`config.mk`:
```
export PLATFORM = sky130hd
export DESIGN_NAME = systolic_feed_ctrl
export DESIGN_NICKNAME = d
export VERILOG_FILES = /design/src/rtl/systolic_feed_ctrl.sv
export SDC_FILE = /design/constraint.sdc
export NUM_CORES = 1
export LEC_CHECK = 0
export ABC_AREA = 1
export CORE_MARGIN = 1
export CORE_UTILIZATION = 43
export CTS_CLUSTER_SIZE = 25
export DETAILED_ROUTE_END_ITERATION = 8
export PLACE_DENSITY = 0.64
export SETUP_SLACK_MARGIN = 0.1
export SYNTH_ARGS = -nofsm -noshare
export SYNTH_HDL_FRONTEND = slang
export SYNTH_SLANG_ARGS = --single-unit
```
`constraint.sdc`:
```
create_clock -name clk -period 6.7 [get_ports clk]
set_input_delay 2.01 -clock clk [delete_from_list [all_inputs] [get_ports clk]]
set_output_delay 2.01 -clock clk [all_outputs]
set_load 0.01 [all_outputs]
```
`src/rtl/systolic_feed_ctrl.sv`:
```
`default_nettype none
// ============================================================================
// Module      : systolic_feed_ctrl
// Description : Skewed read scheduler for the per-row systolic-array input
//               FIFOs; stalls the whole wavefront on an empty scheduled row.
// Revision    : 1.0
// ============================================================================
module systolic_feed_ctrl #(
    parameter int ROWS      = 4,
    parameter int LEN_W     = 8,
    parameter int DRAIN_CYC = 8
) (
    input  logic             clk,
    input  logic             rst,
    input  logic             start,
    input  logic [LEN_W-1:0] len,
    input  logic [ROWS-1:0]  fifo_empty,
    output logic [ROWS-1:0]  fifo_rd_en,
    output logic [ROWS-1:0]  row_valid,
    output logic             array_en,
    output logic             busy,
    output logic             done
);

    localparam int c_TW = LEN_W + $clog2(ROWS) + 1;
    localparam int c_DW = $clog2(DRAIN_CYC) + 1;

    typedef enum logic [1:0] {
        S_IDLE  = 2'd0,
        S_RUN   = 2'd1,
        S_DRAIN = 2'd2,
        S_DONE  = 2'd3
    } state_t;

    state_t          r_state;
    logic [c_TW-1:0] r_t;
    logic [c_TW-1:0] r_len;
    logic [c_DW-1:0] r_drain;
    logic [c_TW-1:0] w_last_t;
    logic [ROWS-1:0] w_sched;
    logic            w_stall;
    logic            w_run_go;

    // Final step index is len+ROWS-2; r_len is never 0 while in RUN.
    assign w_last_t = r_len + c_TW'(ROWS - 1) - c_TW'(1);

    generate
        for (genvar r = 0; r < ROWS; r++) begin : g_sched
            assign w_sched[r] = (r_t >= c_TW'(r)) && (r_t < c_TW'(r) + r_len);
        end
    endgenerate

    assign w_stall    = |(w_sched & fifo_empty);
    assign w_run_go   = (r_state == S_RUN) && !w_stall;
    assign fifo_rd_en = w_run_go ? w_sched : '0;
    assign busy       = (r_state != S_IDLE);
    assign done       = (r_state == S_DONE);

    always_ff @(posedge clk or posedge rst) begin
        if (rst) begin
            r_state   <= S_IDLE;
            r_t       <= '0;
            r_len     <= '0;
            r_drain   <= '0;
            row_valid <= '0;
            array_en  <= 1'b0;
        end else begin
            row_valid <= fifo_rd_en;
            array_en  <= w_run_go || (r_state == S_DRAIN);
            case (r_state)
                S_IDLE: begin
                    if (start) begin
                        r_len <= c_TW'(len);
                        r_t   <= '0;
                        if (len != '0) begin
                            r_state <= S_RUN;
                        end else begin
                            r_state <= S_DONE;
                        end
                    end
                end
                S_RUN: begin
                    if (!w_stall) begin
                        if (r_t == w_last_t) begin
                            r_state <= S_DRAIN;
                            r_drain <= c_DW'(DRAIN_CYC - 1);
                        end else begin
                            r_t <= r_t + c_TW'(1);
                        end
                    end
                end
                S_DRAIN: begin
                    if (r_drain == '0) begin
                        r_state <= S_DONE;
                    end else begin
                        r_drain <= r_drain - c_DW'(1);
                    end
                end
                S_DONE: begin
                    r_state <= S_IDLE;
                end
                default: begin
                    r_state <= S_IDLE;
                end
            endcase
        end
    end

endmodule
`default_nettype wire

```
==> results.md <==
- CP Capture Type: primary output
- Top_reg_cell synth: dfrtp_1
- Critical Path AT: around 3.6 ns
- Total CTS buffers: 5
- Max Transition Viols Final: 0
- CTS Hold Bufs: 0
- Leading area contributor after synthesis: dfrtp_1
- Post-Syn Instances: 467
- Crit-path cells: clkdlybuf4s50_1 -> nand4_1 -> o21ai_0 -> inv_1 -> nand4_1 -> nor2_1 -> clkdlybuf4s50_1
- Top post-synthesis cells by area: dfrtp_1, ha_1, nand2_1
- Vias in the first global route: slightly below 3k
- Sw frac: 54.5%
- Clk root buf: clkbuf_8
- Pwr per Cell Area: 393 mW/mm^2
- # H-tree levels: 2
- Max-cap violations: 0
- Critical path class: in2out
- Achievable Freq: roughly 0.18 GHz
- Antenna diode count: 0
- Number of flops mapped to enable cells by yosys: 0
- CP max stage delay: roughly 0.56 ns
- Synth Register Bits: 30
- Layout Skew: about 0.0056 ns
- Area Overhead vs Synth: 14.1%
- Num rows: 30
- Worst-path clk slew: 0.07 ns
- Post-route DRC: 0
- Fraction of layout instances using a drive strength above 1: slightly above 7%
- P_sw: 762 uW
- Routed Wire Length: 8340 um
- Critical path required time: around 4.7 ns
- FFs w/ async S/R, synth: 100%
- Top-Level Pins: 26
- Detail Route Antenna Nets: 0
- Worst-Skew Late Latency: 0.29 ns
- Post-synth net total: between 500 and 600
- Logic pwr share: 66.8%
- Clock power share: a little under an eighth
- Via count: slightly above 3k
- Final cell area excluding filler cells: 0.00355 sq mm
- Die width: 87.1 um
- Worst slew pin tran: 0.513 ns
- Instance area at placement: 0.00346 sq mm
- Global Route Usage Sum: 24.0%
- Final hold viol count: 0
- Tmin final: 5.64 ns
- CORE AREA: approximately 0.0069 sq mm
- Most common cell in the netlist: nand2_1
- Synth top cells by count: nand2_1, nor2_1, nand3_1, ha_1, inv_1
- DIE HEIGHT: ~87 um
- DRT iter0 DRCs: 267
- Post-CTS sizing: 0
- VDD IR max: approximately 0.2 mV
- TritonCTS clock tree: done
- Sequential area share after synthesis: between 20% and 30%
- Setup repair bufs after CTS: 0
- NumNets Final: 555
- RSZ-0062 raised after global routing: false
- Hold WC Path Type: reg2reg
- 1st-pass router iterations: 5
- Initial antenna violation count: 0
- IO buf count: 25
- DR WL/cell: 14.1 um
- Synth unique cells: 36
- Sink Count: 30
- Pin count of the biggest net entering global routing: 31
- Synthesized cell area: 0.00312 sq mm
- Number of setup violations in the final report: 0
- Outcome: completed
- Maximum fanout along the worst path: 5
- Leak: between 0.0015 and 0.002 uW
- Internal: 637 uW
- Slew margin rel.: 65.7%
- Seq pwr share: 21.8%
- Mapped Avg Cell Area: 6.67 sq um
- Synth warnings: 0
- R2R setup slack: 3.33 ns
- Total Neg Setup Slack: 0 ns
- Max clock buf depth: 2
- Startpoint types: input pin
- Fin crit share: 84.2%
- Via density: 5.23
- Total grt overflow: 0
- Initial Util: 45.1%
- Slowest cell on crit path: clkdlybuf4s50_1
- DP HPWL: roughly 6600 um
- GPL Wtd Cong: 0.878
- First-pass GRT wire length: 14100 um
- DIE AREA: around 0.0076 sq mm
- Share of the synthesized area in the top cell type: 24.1%
## power groups by stage
stage / clock (uW) / combinational, uW / sequential, uW
floorplan: 0 / 730 / 283
global placement: 0 / 912 / 305
detailed placement: 0 / 930 / 305
CTS: 166 / 937 / 302
global route: 171 / 1070 / 313
finish: 159 / 935 / 304
## cells by family (layout without fill, tap and decap cells)
kind of cell	after synthesis	count (layout)	share of synthesized area [%]
xor+xnor	4	4	1.12
simple gates	267	267	38.3
compound gates	63	63	10.9
flops	30	30	24.1
buf+inv	58	87	7.51
fa+ha+maj	45	45	18.1
## worst paths after layout
path / depth (start not counted) / from / end
worst min-delay path: 2 / r_drain[1] / r_drain[1]
min in group asynchronous: 3 / rst / r_len[0]
worst min register to register: 2 / r_drain[1] / r_drain[1]
worst max-delay path: 7 / fifo_empty[2] / fifo_rd_en[1]
max in group asynchronous: 3 / rst / r_t[3]
worst max register to register: 22 / r_len[0] / r_t[4]
## metal layers
metal	global-route usage [%]	vias to the layer above	share of wire, %
li1	-	1596	-
met1	33.2	1405	47
met2	39.6	90	46
met3	3.51	8	5.4
met4	5.81	0	1.3
met5	0	-	0
## stage by stage
step | hold slack (ns) | worst slack [ns] | util (%) | std cells | total power, uW
detailed placement | 0.508 | 1.07 | 50.1 | 584 | 1240
finish | 0.519 | 1.06 | 51.5 | 592 | 1400
CTS | 0.526 | 1.06 | 51.5 | 592 | 1400
floorplan | 0.475 | 2.09 | - | 467 | 1010
global placement | 0.495 | 1.11 | 50.1 | 584 | 1220
global route | 0.556 | 0.610 | 51.5 | 592 | 1560
## critical path, delay by kind of cell
| kind | cells | cell delay [ns] |
|---|---|---|
| compound gates | 1 | 0.08 |
| buf+inv | 3 | 1.05 |
| simple gates | 3 | 0.49 |
## layout make-up
type                            count  area (sq um)
Fill cell                         736          3350
Multi-Input combinational cell    379          2130
Sequential cell                    30           751
Timing Repair Buffer               26           258
Inverter                           53           199
Tap cell                           96           120
Clock buffer                        6          82.6
Clock inverter                      2          12.5
## placed cells by master (no fill, tap or decap), drive strengths merged, types with 2 or more instances in the layout
master / n
a21oi: 33
clkbuf: 6
clkdlybuf4s50: 25
clkinv: 4
dfrtp: 30
ha: 45
inv: 50
nand2: 140
nand3: 49
nand3b: 2
nand4: 8
nor2: 55
nor3: 7
nor4: 3
o21a: 2
o21ai: 20
o21bai: 2
or2: 2
xor2: 3
## flip-flops by register name (all words and copies together) (netlist names)
| name | cells |
|---|---|
| array_en | 1 |
| r_len | 8 |
| r_drain | 4 |
| row_valid | 4 |
| r_state | 2 |
| r_t | 11 |
(Power assumes the default switching activity.)
